==> config.mk <==
export PLATFORM = sky130hd
export DESIGN_NAME = point_dt_sequencer
export DESIGN_NICKNAME = d
export VERILOG_FILES = /design/src/rtl/motion_pkg.sv /design/src/rtl/point_dt_sequencer_fifo.sv /design/src/rtl/point_dt_sequencer.sv
export SDC_FILE = /design/constraint.sdc
export NUM_CORES = 1
export LEC_CHECK = 0
export BUFFER_PORTS_ARGS = -buffer_cell sky130_fd_sc_hd__buf_2
export CORE_ASPECT_RATIO = 0.5
export CORE_UTILIZATION = 45
export CTS_CLUSTER_SIZE = 30
export DETAILED_ROUTE_END_ITERATION = 8
export GPL_TIMING_DRIVEN = 0
export PLACE_DENSITY = 0.61
export SLEW_MARGIN = 25
export SYNTH_ARGS = -nofsm -noshare
export SYNTH_HDL_FRONTEND = slang
export SYNTH_HIERARCHICAL = 1
export SYNTH_SLANG_ARGS = --single-unit
==> constraint.sdc <==
create_clock -name clk -period 19.82 [get_ports clk]
set_clock_uncertainty 0.1 [all_clocks]
set_input_delay 3.964 -clock clk [delete_from_list [all_inputs] [get_ports clk]]
set_output_delay 3.964 -clock clk [all_outputs]
set_load 0.03 [all_outputs]
==> src/rtl/motion_pkg.sv <==
// Shared types and constants for the motion pipeline.
package motion_pkg;

  localparam int WP     = 32;
  localparam int Q_FRAC = 16;

  localparam logic [WP-1:0] DT_MAX_DEFAULT = 32'h0000_1000;

  typedef struct packed {
    logic signed [WP-1:0] x;
    logic signed [WP-1:0] y;
    logic signed [WP-1:0] z;
    logic signed [WP-1:0] dt;
    logic                 sof;
  } pt_entry_t;

endpackage

==> src/rtl/point_dt_sequencer_fifo.sv <==
// Synchronous FIFO of pt_entry_t with a registered head entry.
module pds_fifo
  import motion_pkg::*;
#(
  parameter int DEPTH = 4
) (
  input  logic      clk,
  input  logic      rst,
  input  logic      push,
  input  pt_entry_t wdata,
  input  logic      pop,
  output logic      full,
  output logic      empty,
  output pt_entry_t head
);

  localparam int AW = $clog2(DEPTH);

  pt_entry_t     mem_q [DEPTH];
  logic [AW-1:0] wr_ptr_q, wr_ptr_d;
  logic [AW-1:0] rd_ptr_q, rd_ptr_d;
  logic [AW:0]   cnt_q, cnt_d;
  pt_entry_t     head_q, head_d;

  logic        push_ok, pop_ok;
  logic [AW:0] remain;

  assign full    = cnt_q[AW];
  assign empty   = (cnt_q == '0);
  assign push_ok = push & ~full;
  assign pop_ok  = pop & ~empty;
  assign head    = head_q;

  always_comb begin
    wr_ptr_d = wr_ptr_q + AW'(push_ok);
    rd_ptr_d = rd_ptr_q + AW'(pop_ok);
    cnt_d    = cnt_q + (AW+1)'(push_ok)
                     - (AW+1)'(pop_ok);
    remain   = cnt_q - (AW+1)'(pop_ok);
    head_d   = head_q;
    // Head shadows mem[rd_ptr]; a lone pushed entry bypasses the array
    if (cnt_d != '0) begin
      if (remain == '0) head_d = wdata;
      else              head_d = mem_q[rd_ptr_d];
    end
  end

  always_ff @(posedge clk) begin
    if (push_ok) mem_q[wr_ptr_q] <= wdata;
  end

  always_ff @(posedge clk or posedge rst) begin
    if (rst) begin
      wr_ptr_q <= '0;
      rd_ptr_q <= '0;
      cnt_q    <= '0;
      head_q   <= '0;
    end else begin
      wr_ptr_q <= wr_ptr_d;
      rd_ptr_q <= rd_ptr_d;
      cnt_q    <= cnt_d;
      head_q   <= head_d;
    end
  end

endmodule

==> src/rtl/point_dt_sequencer.sv <==
// Point feeder: dt from timestamps, FIFO, velocity register.
// Option: POINT_DT_SEQUENCER_DT_CLAMP_EN clamps dt to DT_MAX.
module point_dt_sequencer
  import motion_pkg::*;
#(
  parameter int            DEPTH  = 4,
  parameter logic [WP-1:0] DT_MAX = DT_MAX_DEFAULT
) (
  input  logic          clk,
  input  logic          rst,
  input  logic          in_valid,
  output logic          in_ready,
  input  logic [WP-1:0] in_x,
  input  logic [WP-1:0] in_y,
  input  logic [WP-1:0] in_z,
  input  logic [WP-1:0] in_ts,
  input  logic          in_sof,
  output logic          out_valid,
  input  logic          out_ready,
  output logic [WP-1:0] px,
  output logic [WP-1:0] py,
  output logic [WP-1:0] pz,
  output logic [WP-1:0] dt,
  output logic [WP-1:0] v_prev,
  input  logic [WP-1:0] v_next,
  output logic          err_ts,
  output logic [15:0]   dt_sat_cnt
);

  logic          first_q, first_d;
  logic [WP-1:0] last_ts_q, last_ts_d;
  logic [WP-1:0] v_reg_q, v_reg_d;
  logic          err_q, err_d;

  logic          full, empty, push, pop;
  logic          back, sat;
  logic [WP-1:0] dt_raw, dt_c;
  pt_entry_t     wdata, head;

  assign in_ready  = ~full;
  assign out_valid = ~empty;
  assign push      = in_valid & in_ready;
  assign pop       = out_valid & out_ready;
  assign dt_raw    = in_ts - last_ts_q;

  always_comb begin
    back = 1'b0;
    sat  = 1'b0;
    dt_c = '0;
    if (first_q || in_sof) begin
      dt_c = '0;
    end else if ($signed(in_ts) < $signed(last_ts_q)) begin
      back = 1'b1;
    end else begin
      dt_c = dt_raw;
`ifdef POINT_DT_SEQUENCER_DT_CLAMP_EN
      if ($signed(dt_raw) > $signed(DT_MAX)) begin
        dt_c = DT_MAX;
        sat  = 1'b1;
      end
`endif
    end
  end

  always_comb begin
    wdata.x   = in_x;
    wdata.y   = in_y;
    wdata.z   = in_z;
    wdata.dt  = dt_c;
    wdata.sof = in_sof;
  end

  always_comb begin
    first_d   = first_q;
    last_ts_d = last_ts_q;
    err_d     = err_q;
    v_reg_d   = v_reg_q;
    if (push) begin
      first_d   = 1'b0;
      last_ts_d = in_ts;
      err_d     = err_q | back;
    end
    if (pop) v_reg_d = v_next;
  end

  always_ff @(posedge clk or posedge rst) begin
    if (rst) begin
      first_q   <= 1'b1;
      last_ts_q <= '0;
      err_q     <= 1'b0;
      v_reg_q   <= '0;
    end else begin
      first_q   <= first_d;
      last_ts_q <= last_ts_d;
      err_q     <= err_d;
      v_reg_q   <= v_reg_d;
    end
  end

`ifdef POINT_DT_SEQUENCER_DT_CLAMP_EN
  logic [15:0] sat_cnt_q, sat_cnt_d;

  always_comb begin
    sat_cnt_d = sat_cnt_q;
    if (push && sat && sat_cnt_q != 16'hFFFF)
      sat_cnt_d = sat_cnt_q + 16'd1;
  end

  always_ff @(posedge clk or posedge rst) begin
    if (rst) sat_cnt_q <= '0;
    else     sat_cnt_q <= sat_cnt_d;
  end

  assign dt_sat_cnt = sat_cnt_q;
`else
  logic unused_clamp;
  assign unused_clamp = ^{DT_MAX, sat};
  assign dt_sat_cnt   = '0;
`endif

  pds_fifo #(.DEPTH(DEPTH)) u_fifo (
    .clk   (clk),
    .rst   (rst),
    .push  (push),
    .wdata (wdata),
    .pop   (pop),
    .full  (full),
    .empty (empty),
    .head  (head)
  );

  assign px     = head.x;
  assign py     = head.y;
  assign pz     = head.z;
  assign dt     = head.dt;
  assign v_prev = head.sof ? '0 : v_reg_q;
  assign err_ts = err_q;

endmodule

### After elaboration in Yosys (flattened, before gate mapping)

Memories as Yosys holds them, arrays and structs flattened.
Cells that the tools add are included.

| operators by class | value |
|---|---|
| $lt $le $gt $ge | 1 |
| multiplexer cells | 8 |
| add/sub/neg operators | 6 |
| reductions and logical operators | 4 |
| bitwise operators | 7 |

Operators with widths:

| operator | number |
|---|---|
| 2-to-1 mux 129 bit | 1 |
| 2-to-1 mux 32 bit | 3 |
| less-than comparator 32 bit | 1 |
| subtractor 32 bit | 1 |
| logical NOT 3 bit | 2 |
| subtractor 3 x 1 -> 3 bit | 2 |
| adder 2 x 1 -> 2 bit | 2 |
| bitwise AND 1 bit | 4 |
| 2-to-1 mux 1 bit | 4 |
| adder 3 x 1 -> 3 bit | 1 |
| nonzero test 3 bit | 1 |
| NOT 1 bit | 2 |
| logical OR 1 bit | 1 |
| OR 1 bit | 1 |

| word-level totals | value |
|---|---|
| output and inout bits | 179 |
| word-level logic and storage cells | 39 |
| memories kept | 1 |
| bits of input ports | 165 |
| register bits after elaboration | 202 |
| bits in writable memories | 516 |

Memories:

| memory | depth | bits a word | read ports | clocked after Yosys merged registers in | wr ports | line | source |
|---|---|---|---|---|---|---|---|
| u_fifo.mem_q | 4 | 129 | 1 | 0 | 1 | point_dt_sequencer_fifo.sv:19 | `pt_entry_t mem_q [DEPTH];` |

### Logic depth before layout (Yosys ltp)

Gate-level depths: netlist of the first run.

| logic depth | value |
|---|---|
| depth in word-level cells | 7 |
| depth in mapped cells | 16 |

### Cells and area by module

The synthesis of the first run kept the hierarchy.

Modules (own cells, without submodules):

| module | instances | area an instance (um2) | cells each |
|---|---|---|---|
| pds_fifo | 1 | 24821.3 | 1409 |
| point_dt_sequencer | 1 | 5018.6 | 582 |

### Worst setup path before layout of the first run

No wires, ideal clock.

| timing | value |
|---|---|
| kind | input port to flip-flop |
| from | input in_valid |
| to | memory u_fifo/mem_q[2][0] (netlist name), enable pin |
| stages on the path | 5 |
| data required time | 18.918 ns |
| buffers on the path | 2 |
| path slack | 4.722 ns |
| arrival | 14.196 ns |
| cells stage by stage | nor2b_1 clkbuf_1 clkbuf_1 nand2b_1 nor3b_1 |

| on the way | value |
|---|---|
| longest elaborated chain between the ends | 4 |

Ends and longest elaborated chain:

| element | line | source |
|---|---|---|
| from (decl) | point_dt_sequencer.sv:11 | `input logic in_valid,` |
| bitwise AND 1 bit | point_dt_sequencer.sv:42 | `assign push = in_valid & in_ready;` |
| via push | point_dt_sequencer.sv:35 | `logic full, empty, push, pop;` |
| bitwise AND 1 bit | point_dt_sequencer_fifo.sv:30 | `assign push_ok = push & ~full;` |
| 2-to-1 mux 1 bit | point_dt_sequencer_fifo.sv:49 | `if (push_ok) mem_q[wr_ptr_q] <= wdata;` |
| 2-to-1 mux 1 bit (implied by the code) | point_dt_sequencer_fifo.sv:49 |  |
| to (decl) | point_dt_sequencer_fifo.sv:19 |  |

The timed path passes the listed nets, and every way through them passes these cells.

### Worst setup path in the final report of the first run

| timing | value |
|---|---|
| from | input in_valid |
| to | register u_fifo.head_q, in the netlist u_fifo/head[83] |

| on the way | value |
|---|---|
| longest elaborated chain between the ends | 5 |

Ends and longest elaborated chain:

| element | line | source |
|---|---|---|
| bitwise AND 1 bit | point_dt_sequencer.sv:42 |  |
| via push | point_dt_sequencer.sv:35 |  |
| bitwise AND 1 bit | point_dt_sequencer_fifo.sv:30 |  |
| adder 3 x 1 -> 3 bit | point_dt_sequencer_fifo.sv:37 | `cnt_d = cnt_q + (AW+1)'(push_ok)` |
| subtractor 3 x 1 -> 3 bit | point_dt_sequencer_fifo.sv:38 | `- (AW+1)'(pop_ok);` |
| via u_fifo.cnt_d[2] | point_dt_sequencer_fifo.sv:22 | `logic [AW:0] cnt_q, cnt_d;` |
| nonzero test 3 bit | point_dt_sequencer_fifo.sv:42 | `if (cnt_d != '0) begin` |
| to (signal assigned) | point_dt_sequencer_fifo.sv:57 | `head_q <= '0;` |
| to (signal assigned) | point_dt_sequencer_fifo.sv:62 | `head_q <= head_d;` |
| to (decl) | point_dt_sequencer_fifo.sv:23 | `pt_entry_t head_q, head_d;` |

The timed path passes the listed nets, and every way through them passes these cells.
A chain may end at the register's enable or synchronous reset.

==> reports/qor.csv, run 1 <==
stage,metric,value,unit
synth,post-synth design cell area,29800,um2
worst_setup_path,largest driver fanout on the critical path,10,
floorplanning,die height,184,um
floorplanning,io pins,344,
global_route,initial antenna violation count,8,
flow_run,max_cap viols,0,
outcome,status,"finished, final reports clean",
route,initial DRC count,1279,
worst_setup_path,CP Data Required Time,20.21,ns
worst_setup_path,CP arrival,7.85,ns
synth,Yosys reg bits,718,
finish,layout cells sized above 1,0.295,
finish,Layout fillers,5457,
route,DRC,0,
sta,Fin. Hold Viols,0,
pwr,maximum vdd drop,0.101,mV
placement,placed insts,3270,
placement,dpl ws,11.73,ns
clock_tree,CTS Buffer Depth,3,
sta,fmax,134,MHz
route,wire length per cell,20.9,um
clock_tree,clk_lat worst skew,0.63,ns
finish,Final #Nets,2658,
finish,FF/Latch Area,20600,um2
worst_setup_path,CP Capture Type,flip-flop,
pwr,pwr/cell area,185,nW/um2
route,Antenna Nets Post-Route,0,
sta,RSZ-0062 raised after global routing,false,
worst_setup_path,Critical R2R Launch,u_fifo/cnt_q[2],
finish,final design utilization,0.544,
sta,Final min period,7.46,ns
clock_tree,setup bufs post-CTS,0,
clock_tree,clock sink total,718,
placement,HPWL after DPL,48.5,mm
synth,post-synthesis sequential area ratio,0.689,
pwr,Lkg Pwr,0.0136,uW
global_route,Total GRT Usage,0.212,
clock_tree,Clock transition at path regs,0.06,ns
floorplanning,Site Rows,66,
clock_tree,CTS Buf Count,66,
worst_setup_path,Crit Path Category,primary input to flip-flop,
worst_setup_path,Critical Path Start,in_valid,
sta,Hold WS,0.396,ns
global_route,gr ovfl total,0,
route,Pre-antenna DRT Iters,5,
synth,ys async rst share,0.281,
global_route,largest net degree at the start of global routing,72,
floorplanning,Initial Util,0.457,
synth,Post-synth top flop,edfxtp_1,
route,Via density,5.30,
synth,"EDFF count, synth",516,
sta,Worst-Margin Slew,1.08,ns
sta,final setup margin,12.36,ns
clock_tree,post-CTS resize count,0,
floorplanning,Placeable Area,65200,um2
clock_tree,CTS HTree Levels,3,
clock_tree,"Hold-fix buffers, CTS",0,
sta,Pins Over Slew Limit,0,
hold_path,min-delay worst type,flip-flop to flip-flop,
sta,final setup violation count,0,
sta,period utilization,0.376,
floorplanning,die area,67400,um2
floorplanning,die width,366,um
route,routed wire length,71.1,mm
placement,IO buf count,327,
synth,synthesized area per cell,15.0,um2
clock_tree,CTS root buffer,clkbuf_16,
worst_setup_path,Critical Path Start Type,primary input,
finish,fin cells,3396,
finish,Area Growth Syn to Fin,18.9,%
synth,cells after synthesis,1991,
placement,RePlAce Congestion,0.799,
global_route,vias in the first global route,18400,
hold_path,worst hold start,first_q,
global_route,first-pass GRT wire length,108,mm
synth,Cell variety after synth,73,
finish,Multi-input gate area,8410,um2
clock_tree,CTS tree,done,
sta,max_slew headroom,0.278,
synth,"Warnings, synthesis",6,
route,Vias,18000,
## synthesized netlist by cell type, types with 19 or more instances
cell	count	area, um2
dfrtp_1	201	5030
mux2_2	33	372
a21oi_1	35	175
mux4_2	129	2910
nor2b_1	40	250
nor2_1	177	664
buf_2	27	135
buf_6	27	304
buf_4	19	143
inv_1	47	176
ha_1	37	463
o21ai_0	48	240
edfxtp_1	516	15500
clkbuf_1	48	180
nand2_1	316	1190
a31oi_1	131	820
## metrics by stage
step / area (um2) / power [uW] / TNS, ns
after floorplan: 29900 / 4440 / 0
after global placement: 32600 / 5300 / -1013.42
after detailed placement: 33300 / 5330 / 0
after CTS: 35500 / 6620 / 0
after global routing: 35500 / 6940 / 0
final: 35500 / 6550 / 0
## worst paths after layout
check / end / cells after the start / slack (ns)
max in group asynchronous: u_fifo/head[53] / 3 / 15.47
min reg2reg: first_q / 1 / 0.40
max reg2reg: u_fifo/head[64] / 11 / 15.12
min: first_q / 1 / 0.40
min in group asynchronous: last_ts_q[2] / 2 / 3.31
max: u_fifo/head[83] / 16 / 12.36
## cells by family after synthesis
| logic type | after synthesis | share of synthesized area |
|---|---|---|
| flops | 718 | 0.689 |
| xor+xnor | 24 | 0.00751 |
| compound gates | 276 | 0.0599 |
| fa+ha+maj | 39 | 0.0169 |
| buf+inv | 173 | 0.0322 |
| other cells | 1 | 0.000126 |
| mux | 164 | 0.110 |
| simple gates | 596 | 0.0842 |
## area by class of cell
type                       count  share of cell area
clock buffer                  89              0.0504
antenna                        7            0.000494
tap                          884              0.0312
inverter                      47             0.00526
sequential                   718               0.579
clock inverter                30             0.00998
timing repair buffer         380              0.0639
buffer                       126              0.0222
multi-input combinational   1115               0.237
## flip-flops by register name, summed over array words and instances, names as in the netlist
register / count
last_ts_q: 32
err_ts: 1
v_reg_q: 32
u_fifo/rd_ptr_q: 2
first_q: 1
u_fifo/mem_q: 516
u_fifo/head: 129
u_fifo/cnt_q: 3
u_fifo/wr_ptr_q: 2
## worst max-delay path, stage by stage
cell	delay [ns]
buf_2	0.07
nor2b_1	0.33
clkbuf_1	0.50
clkbuf_1	0.47
nand2b_1	0.24
ha_1	0.33
inv_1	0.04
ha_1	0.18
fa_1	0.37
xnor3_1	0.21
or3_1	0.33
buf_2	0.21
buf_6	0.22
buf_6	0.18
nor2_1	0.13
a31oi_1	0.07
## placed cells by master, fill, tap and decap left out, types with 4 or more instances in the layout
cell type and instances:
a211oi_1 4, nor2_1 176, mux2_2 33, o21bai_1 4, conb_1 16, clkinv_8 5
xor2_1 13, nand2_1 316, buf_2 354, dfrtp_1 201, clkbuf_8 5, o211ai_1 4
buf_4 52, or3_1 5, buf_6 35, clkbuf_1 65, buf_12 5, a31oi_1 131
nor3_1 13, edfxtp_1 516, o21ai_0 48, ha_1 37, nor2b_1 40, clkbuf_16 66
clkinv_2 5, diode_2 7, o21a_1 6, clkbuf_2 4, clkinv_1 11, mux4_2 129
a21oi_1 35, buf_16 7, inv_1 45, and3_1 4, nor3_2 4, a21o_1 14
bufinv_16 5, xnor2_1 10, nand3_1 9
## report_power, final
| part | switching (uW) | total, uW | internal, uW |
|---|---|---|---|
| sequential | 129 | 2140 | 2010 |
| combinational | 1910 | 3130 | 1230 |
| clock | 567 | 1280 | 709 |
## metal layers
| metal | global-route usage | wire (um) | vias to the layer above |
|---|---|---|---|
| met2 | 0.375 | 36600 | 456 |
| met5 | 0 | 13 | - |
| li1 | - | - | 8336 |
| met3 | 0.0382 | 3490 | 110 |
| met1 | 0.270 | 29300 | 9109 |
| met4 | 0.0623 | 1630 | 2 |
No activity file was read; power rests on OpenSTA's default activity.
==> inputs of run 2 (changes only) <==
--- a/config.mk
+++ b/config.mk
@@ -11,7 +11,7 @@
 export CTS_CLUSTER_SIZE = 30
 export DETAILED_ROUTE_END_ITERATION = 8
 export GPL_TIMING_DRIVEN = 0
-export PLACE_DENSITY = 0.61
+export PLACE_DENSITY = 0.64
 export SLEW_MARGIN = 25
 export SYNTH_ARGS = -nofsm -noshare
 export SYNTH_HDL_FRONTEND = slang
==> constraint.sdc (replaced) <==
create_clock -name clk -period 6.05 [get_ports clk]
set_clock_uncertainty 0.1 [all_clocks]
set_input_delay 1.21 -clock clk [delete_from_list [all_inputs] [get_ports clk]]
set_output_delay 1.21 -clock clk [all_outputs]
set_load 0.03 [all_outputs]
==> run 2 against run 1 <==
Net effect: setup slack got worse by 11 ns; highest routed layer unchanged; first-iteration DRC count up 0.23%; critical endpoint is now u_fifo/head[98]; global-route usage down 0.19 points; core utilization rose by 0.23 points.
==> reports/qor.csv, run 2 (same netlist as run 1, synthesis figures left out) <==
stage,metric,value,unit,change
outcome,status,"finished, final reports clean",,
floorplanning,io pins,344,,unchanged
finish,Area Growth Syn to Fin,19.4,%,
worst_setup_path,crit path to,u_fifo/head[98],,
worst_setup_path,CP Data Required Time,6.41,ns,-13.80 ns
route,Pre-antenna DRT Iters,5,,unchanged
worst_setup_path,Critical Path Start Type,primary input,,
finish,"commonest non-fill, non-tap cells in the layout","edfxtp_1, buf_2, nand2_1",,
clock_tree,CTS Buf Count,66,,unchanged
worst_setup_path,WP depth,16,,unchanged
floorplanning,Placeable Area,65200,um2,unchanged
sta,max_slew headroom,0.389,,+0.110
floorplanning,die area,67400,um2,unchanged
clock_tree,post-CTS resize count,0,,unchanged
route,Vias,18000,,+0.18%
sta,Fin. Hold Viols,0,,unchanged
clock_tree,setup bufs post-CTS,0,,unchanged
worst_setup_path,CP arrival,5.05,ns,-2.80 ns
finish,Final #Nets,2644,,-0.53%
clock_tree,"Hold-fix buffers, CTS",0,,unchanged
worst_setup_path,Crit path buffers/inverters,7,,unchanged
finish,register bank with the most flops,u_fifo/mem_q,,
finish,Multi-input gate area,8420,um2,+0.15%
global_route,gr ovfl total,0,,unchanged
worst_setup_path,CP Capture Type,flip-flop,,
pwr,maximum vdd drop,0.278,mV,+180%
pwr,Lkg Pwr,0.0136,uW,+0.17%
pwr,pwr/cell area,607,nW/um2,+230%
sta,final setup violation count,0,,unchanged
hold_path,min-delay worst type,flip-flop to flip-flop,,
flow_run,max_cap viols,0,,unchanged
global_route,largest net degree at the start of global routing,73,,+1.4%
global_route,Total GRT Usage,0.211,,-0.00187
sta,Pins Over Slew Limit,0,,unchanged
finish,Layout fillers,5440,,-0.31%
worst_setup_path,R2R depth,12,,+1
worst_setup_path,largest driver fanout on the critical path,10,,unchanged
floorplanning,die width,366,um,unchanged
sta,period utilization,0.775,,
route,Antenna Nets Post-Route,0,,unchanged
route,routed wire length,71.2,mm,+0.17%
placement,RePlAce Congestion,0.797,,-0.25%
sta,Worst-Margin Slew,0.917,ns,-0.165 ns
global_route,first-pass GRT wire length,109,mm,+0.13%
sta,Hold WS,0.401,ns,+0.00519 ns
placement,dpl ws,0.673,ns,-11.06 ns
floorplanning,Site Rows,66,,unchanged
floorplanning,Initial Util,0.457,,unchanged
worst_setup_path,Critical R2R Launch,u_fifo/cnt_q[2],,
pwr,"Power, Total",21600,uW,+230%
finish,"most common cell after layout, fill and taps aside",edfxtp_1,,
global_route,vias in the first global route,18300,,-0.70%
route,initial DRC count,1282,,+0.23%
route,DRC,0,,unchanged
placement,IO buf count,327,,unchanged
finish,FF/Latch Area,20600,um2,unchanged
worst_setup_path,"Cell Chain, Critical Path","buf_2, nor2b_1, clkbuf_1, clkbuf_1, nand2b_1, ha_1, inv_1, ha_1, fa_1, xnor3_1, or3_1, buf_2, buf_6, buf_6, nor2_1, a31oi_1",,
sta,Final min period,4.69,ns,
worst_setup_path,Crit path largest cell delay,0.49,ns,about the same
clock_tree,CTS Buffer Depth,3,,unchanged
sta,final setup margin,1.36,ns,-11.00 ns
clock_tree,Clock transition at path regs,0.06,ns,about the same
clock_tree,clock sink total,718,,unchanged
worst_setup_path,Worst R2R End,u_fifo/head[81],,
worst_setup_path,CP max-delay cell,clkbuf_1,,
route,Via density,5.33,,+0.57%
clock_tree,clk_lat worst skew,0.59,ns,-0.04 ns
global_route,initial antenna violation count,15,,+7
finish,max reg flops,516,,unchanged
placement,HPWL after DPL,48.3,mm,-0.45%
worst_setup_path,Crit Path Category,primary input to flip-flop,,
worst_setup_path,crit-path leading delay family,buffers and inverters,,
clock_tree,CTS tree,done,,
floorplanning,die height,184,um,unchanged
route,wire length per cell,21.0,um,+0.56%
finish,layout cells sized above 1,0.293,,-0.00144
worst_setup_path,Critical Path Start,in_valid,,
worst_setup_path,R2R Setup Slk,1.49,ns,-13.63 ns
clock_tree,CTS root buffer,clkbuf_16,,
clock_tree,CTS HTree Levels,3,,unchanged
sta,RSZ-0062 raised after global routing,false,,
sta,fmax,213,MHz,
run 2: worst min path at each step:
| stage | start | to | slack (ns) | cells past startpoint |
|---|---|---|---|---|
| 3_5_place_dp | v_reg_q[9] | v_reg_q[9] | 0.39 | 1 |
| 2_1_floorplan | v_reg_q[6] | v_reg_q[6] | 0.37 | 1 |
| 5_1_grt | v_reg_q[13] | v_reg_q[13] | 0.41 | 1 |
| 6_report | v_reg_q[17] | v_reg_q[17] | 0.40 | 1 |
| 4_1_cts | v_reg_q[9] | v_reg_q[9] | 0.40 | 1 |
| 3_3_place_gp | v_reg_q[31] | v_reg_q[31] | 0.38 | 1 |
run 2: metal layers:
layer,up-vias,part of all wire,routed length (um),track usage
met5,-,0.0011,76,0
met4,10,0.026,1870,0.0644
met3,119,0.041,2910,0.0351
met2,377,0.51,36400,0.364
met1,9229,0.42,30000,0.274
li1,8311,-,-,-
run 2: power by group:
part	switching [uW]	internal (uW)
clock network	1830	2560
logic	6220	4030
registers	422	6570
run 2: layout make-up:
type	instances	share of cell area
diodes	9	0.000632
inverters	47	0.00523
multi-input cells	1115	0.237
clock buffers	91	0.0513
repair buffers	366	0.0647
flip-flops and latches	718	0.577
clock inverters	27	0.0115
well taps	884	0.0311
plain buffers	126	0.0221
run 2: per-stage QoR:
stage	area (um2)	setup TNS [ns]	utilization	std cells
after global routing	35600	0	0.546	3381
final	35600	0	0.546	3383
after detailed placement	33400	0	0.511	3256
after CTS	35600	0	0.546	3374
after floorplan	29900	0	-	2006
after global placement	32700	-1664.35	0.501	3217
